==> src/rtl/instr_fetch.sv <==
// instr_fetch: single-issue instruction fetch stage with an internal
// word-addressed instruction memory and a program-load write port.
// Optional feature: define FETCH_MISALIGN_TRAP_EN to trap misaligned fetches
// into a FAULT state. Without it, pc[1:0] is ignored and fetch_fault is 0.
module instr_fetch #(
    parameter int                XLEN       = 32,
    parameter int                IMEM_DEPTH = 64,
    parameter logic [XLEN-1:0]   RESET_PC   = '0,
    localparam int               AW         = $clog2(IMEM_DEPTH)
) (
    input  logic            clk,
    input  logic            reset,
    input  logic            stall,
    input  logic            redirect_valid,
    input  logic [XLEN-1:0] redirect_pc,
    input  logic            imem_we,
    input  logic [AW-1:0]   imem_waddr,
    input  logic [XLEN-1:0] imem_wdata,
    output logic            instr_valid,
    output logic [XLEN-1:0] instr_pc,
    output logic [XLEN-1:0] instr_out,
    output logic            fetch_fault
);

    typedef enum logic [1:0] {
        IDLE  = 2'd0,
        RUN   = 2'd1,
        FAULT = 2'd2
    } state_t;

    state_t          state_q, state_d;
    logic [XLEN-1:0] pc_q, pc_d;
    logic            valid_q, valid_d;
    logic [XLEN-1:0] ipc_q, ipc_d;
    logic [XLEN-1:0] iout_q, iout_d;

    // Instruction storage; deliberately not reset so a loaded program
    // survives a reset. Contents are undefined until written.
    logic [XLEN-1:0] mem [IMEM_DEPTH];

    // Word index: upper PC bits alias, low two bits never address memory.
    logic [AW-1:0]   rd_idx;
    assign rd_idx = pc_q[AW+1:2];

    // Next-state and output-register computation; redirect beats stall.
    always_comb begin
        state_d = state_q;
        pc_d    = pc_q;
        valid_d = valid_q;
        ipc_d   = ipc_q;
        iout_d  = iout_q;
        case (state_q)
            IDLE: begin
                // One-cycle settle after reset; a redirect is still taken.
                state_d = RUN;
                valid_d = 1'b0;
                if (redirect_valid) pc_d = redirect_pc;
            end
            RUN: begin
                if (redirect_valid) begin
                    pc_d    = redirect_pc;
                    valid_d = 1'b0;
                end else if (!stall) begin
`ifdef FETCH_MISALIGN_TRAP_EN
                    if (pc_q[1:0] != 2'b00) begin
                        // Freeze pc at the offending address for the handler.
                        state_d = FAULT;
                        valid_d = 1'b0;
                    end else
`endif
                    begin
                        iout_d  = mem[rd_idx];
                        ipc_d   = pc_q;
                        valid_d = 1'b1;
                        pc_d    = pc_q + XLEN'(4);
                    end
                end
            end
            FAULT: begin
                // Only a redirect (or reset) gets out of a fault.
                if (redirect_valid) begin
                    state_d = RUN;
                    pc_d    = redirect_pc;
                    valid_d = 1'b0;
                end
            end
            default: begin
                state_d = IDLE;
                valid_d = 1'b0;
            end
        endcase
    end

    // State and output registers with synchronous reset.
    always_ff @(posedge clk) begin
        if (reset) begin
            state_q <= IDLE;
            pc_q    <= RESET_PC;
            valid_q <= 1'b0;
            ipc_q   <= '0;
            iout_q  <= '0;
        end else begin
            state_q <= state_d;
            pc_q    <= pc_d;
            valid_q <= valid_d;
            ipc_q   <= ipc_d;
            iout_q  <= iout_d;
        end
    end

    // Program-load write port; a same-cycle fetch sees the pre-write word.
    always_ff @(posedge clk) begin
        if (imem_we) mem[imem_waddr] <= imem_wdata;
    end

    assign instr_valid = valid_q;
    assign instr_pc    = ipc_q;
    assign instr_out   = iout_q;

`ifdef FETCH_MISALIGN_TRAP_EN
    assign fetch_fault = (state_q == FAULT);
`else
    assign fetch_fault = 1'b0;
`endif

endmodule

==> config.mk <==
export PLATFORM = sky130hd
export DESIGN_NAME = instr_fetch
export DESIGN_NICKNAME = d
export VERILOG_FILES = /design/src/rtl/instr_fetch.sv
export SDC_FILE = /design/constraint.sdc
export NUM_CORES = 2
export LEC_CHECK = 0
export CAP_MARGIN = 20
export CORE_ASPECT_RATIO = 0.8
export CORE_MARGIN = 2
export CORE_UTILIZATION = 40
export CTS_BUF_LIST = sky130_fd_sc_hd__clkbuf_8
export CTS_CLUSTER_SIZE = 30
export DETAILED_ROUTE_END_ITERATION = 10
export GPL_TIMING_DRIVEN = 0
export PLACE_DENSITY = 0.56
export SLEW_MARGIN = 25
export SYNTH_ARGS = -nofsm -noshare
export SYNTH_HDL_FRONTEND = slang
export SYNTH_SLANG_ARGS = --single-unit
==> constraint.sdc <==
create_clock -name clk -period 5.3 [get_ports clk]
set_clock_uncertainty 0.2 [all_clocks]
set_input_delay 1.59 -clock clk [delete_from_list [all_inputs] [get_ports clk]]
set_output_delay 1.59 -clock clk [all_outputs]
set_load 0.02 [all_outputs]
==> flow_metrics.tcl <==
set metrics [dict create \
    synth_flop_cell "edfxtp_1" \
    grt_max_degree 65 \
    worstHoldStart "instr_pc[28]" \
    max_slew_margin_pct 24.2 \
    vias 47800 \
    htreeDepth 5 \
    maxCapViolCount 0 \
    clk_latency_ns 1.07 \
    ctsHoldBuffers 0 \
    area_growth_pct 18.0 \
    synth-compound-area-share_pct 4.09 \
    cts.sinks 2146 \
    synth.most_common_cell "edfxtp_1" \
    holdPathStages 2 \
    crit_path_end_kind "flip-flop" \
    synth.distinct_cells 75 \
    synth_mux_area_share_pct 14.5 \
    numPortBuffers 133 \
    fillCellCount 17100 \
    cts_tree "built" \
    reg2reg_to "instr_out[4]" \
    ys_warn_count 0 \
    drcViolationCount 0 \
    antenna_found_initial 14 \
    crit_arrival_ns 5.53 \
    crit_type "in2reg" \
    crit_required_ns 5.99 \
    synth_top_area_share_pct 74.3 \
    ys_top_cells_by_area "edfxtp_1, mux4_2, mux2i_1, dfxtp_1, nand2_1" \
    synth_xor_area_share_pct 0.180 \
    grt_pass1_vias 45000 \
    via_per_inst 6.23 \
    die_x_um 512 \
    die_area_um2 211000 \
    drtIter0Drc 9366 \
    nNetsFinal 4764 \
    core_area_um2 206000 \
    yosys_register_bits 2146 \
    yosysSeqAreaShare_pct 76.7 \
    drive_gt1_share_pct 25.7 \
    die_y_um 411 \
    crit_path_max_fanout 10 \
    hp-class "reg2reg" \
    cts.root.buffer_cell "clkbuf_8" \
    report.final.slew_viol_count 0 \
    syn_avg_cell_area_um2 20.4 \
    rr_worst_depth 9 \
    synth_fp_nets 4125 \
    synth_edf_count 2048 \
    syn-instance-count 4049 \
    postCtsSetupBuffers 0 \
    synth_area_leader_cell "edfxtp_1" \
    final-hold-violation-count 0 \
    synth_common_cells "edfxtp_1, mux4_2, mux2i_1, nand2_1, nor2_1" \
    fin_crit_ns 4.84 \
    synth_fa_ha_area_share_pct 0.0151 \
    peakVddDrop_v 0.000275 \
    rr_startpoint "pc_q[3]" \
    worstMarginPinSlew_ns 1.14 \
    grt_usage_pct 28.8 \
    cts-resized-gates 0 \
    placed_cell_area_um2 91800 \
    timing.final.crit_share_pct 91.3 \
    firstDrtPassIters 6 \
    hpwl_um 210000 \
    leakage_nw 30.9 \
    clk_pin_slew_ns 0.06 \
    async_flop_share_pct 0 \
    synthSimpleGateAreaFrac_pct 2.57 \
    synth_top_family_by_area "multiplexers" \
    gp_congestion 0.909 \
    design_area_um2 97600 \
    fmax_ghz 0.207 \
    synth_area_um2 82700 \
    cp-start-kind "input port" \
    pre_cts_ws_ns -0.321 \
    power_density_nw_per_um2 353 \
    start_util_pct 40.2 \
    rrSetupSlack_ns 0.64 \
    status "finished, final reports clean" \
    avgRoutedWirePerCell_um 40.0 \
    postRouteAntennaNets 0 \
    gr-total-overflow 0 \
    drt_wl_total_um 306000 \
    numCtsBuffers 336 \
    hold_end "instr_pc[28]" \
    row_count 149 \
    final-setup-viol-count 0 \
    clockBufferDepth 4 \
    ioPinCount 141 \
    rsz0062_at_grt "false" \
    setup_ws_ns 0.463 \
    grt_pass1_wl_um 404000 \
]
## registers in the layout, summed over array words and instances (netlist names)
signal / flops
instr_valid: 1
state_q: 1
instr_pc: 32
instr_out: 32
pc_q: 32
mem: 2048
## per-stage QoR
| stage | TNS [ns] | std cells | total power, mW | hold WS [ns] | util [%] |
|---|---|---|---|---|---|
| finish | 0 | 7659 | 34.5 | 0.259 | 47.4 |
| global route | 0 | 7654 | 35.3 | 0.279 | 47.4 |
| global placement | -3642.66 | 6900 | 21.8 | 0.250 | 42.5 |
| detailed placement | -0.927 | 7067 | 21.9 | 0.249 | 44.6 |
| floorplan | 0 | 4049 | 20.4 | 0.231 | - |
| CTS | 0 | 7651 | 34.4 | 0.249 | 47.4 |
## worst max-delay path by stage
stage	endpoint	slack (ns)	cells after the start	startpoint
3_5_place_dp	instr_out[7]	-0.32	9	stall
4_1_cts	instr_out[7]	0.82	9	stall
2_1_floorplan	mem[32][0]	0.37	4	imem_waddr[4]
6_report	instr_out[7]	0.46	9	stall
3_3_place_gp	mem[32][8]	-4.12	3	imem_waddr[0]
5_1_grt	instr_out[7]	0.60	9	stall
## where the power goes
group	internal, mW	leakage (nW)	switching [mW]
registers	18.7	19.2	0.0629
clock network	6.25	3.43	6.56
logic	0.899	8.24	2.00
## cells in the final DEF, fill, tap and decap left out, drive strengths merged, types with 6 or more instances in the layout
cell | Yosys | final
o22ai | 21 | 21
xnor2 | 8 | 8
o211ai | 9 | 9
mux2i | 257 | 257
o21ai | 53 | 53
nand4 | 9 | 9
a211oi | 52 | 52
nand3 | 28 | 28
a221oi | 27 | 27
nor2 | 143 | 143
dfxtp | 98 | 98
nor2b | 20 | 20
a22oi | 79 | 79
nand3b | 6 | 6
clkbuf | 75 | 424
mux4 | 413 | 413
nor4 | 12 | 12
clkdlybuf4s50 | 0 | 101
a22o | 18 | 18
buf | 158 | 357
mux2 | 8 | 8
a211o | 16 | 16
nor3 | 21 | 21
xor2 | 9 | 9
clkinvlp | 0 | 6
diode | 0 | 7
a21oi | 118 | 118
edfxtp | 2048 | 2048
a2111oi | 13 | 13
o221ai | 40 | 40
a31oi | 8 | 8
and2 | 9 | 9
nand2 | 193 | 193
clkinv | 2 | 105
a311oi | 10 | 10
nand2b | 7 | 7
inv | 11 | 134
and3 | 9 | 9
## layer usage
layer / global-route usage (%) / share of wire, % / up-vias
li1: - / - / 18200
met1: 41.7 / 40 / 25400
met2: 39.4 / 41 / 3608
met3: 11.1 / 15 / 528
met4: 10.4 / 3.9 / 0
met5: 0 / 0 / -
## worst max-delay path, cell delays in order
cell	delay, ns
clkdlybuf4s50_1	0.44
nand2b_1	0.15
clkbuf_1	0.25
nor2_1	0.40
clkbuf_1	0.73
clkbuf_1	0.82
o211ai_1	0.68
a21oi_1	0.33
a211oi_1	0.10
## final cells by class
cell class / instances / area [um^2] / area share, %
sequential: 2146 / 63500 / 65.0
buffer: 235 / 1590 / 1.63
clock inverter: 236 / 1060 / 1.08
multi-input combinational: 1655 / 18200 / 18.6
antenna: 7 / 17.5 / 0.0179
inverter: 13 / 48.8 / 0.0500
tap: 2718 / 3400 / 3.48
clock buffer: 348 / 4790 / 4.91
timing repair buffer: 301 / 5090 / 5.21
## cell families after synthesis
family,count (synthesis)
flip-flops,2146
multiplexers,678
AO/OA/AOI/OAI,483
AND/OR/NAND/NOR,475
buffers and inverters,248
XOR/XNOR,17
adder cells (fa/ha/maj),1
other,1
(Power assumes the default switching activity.)
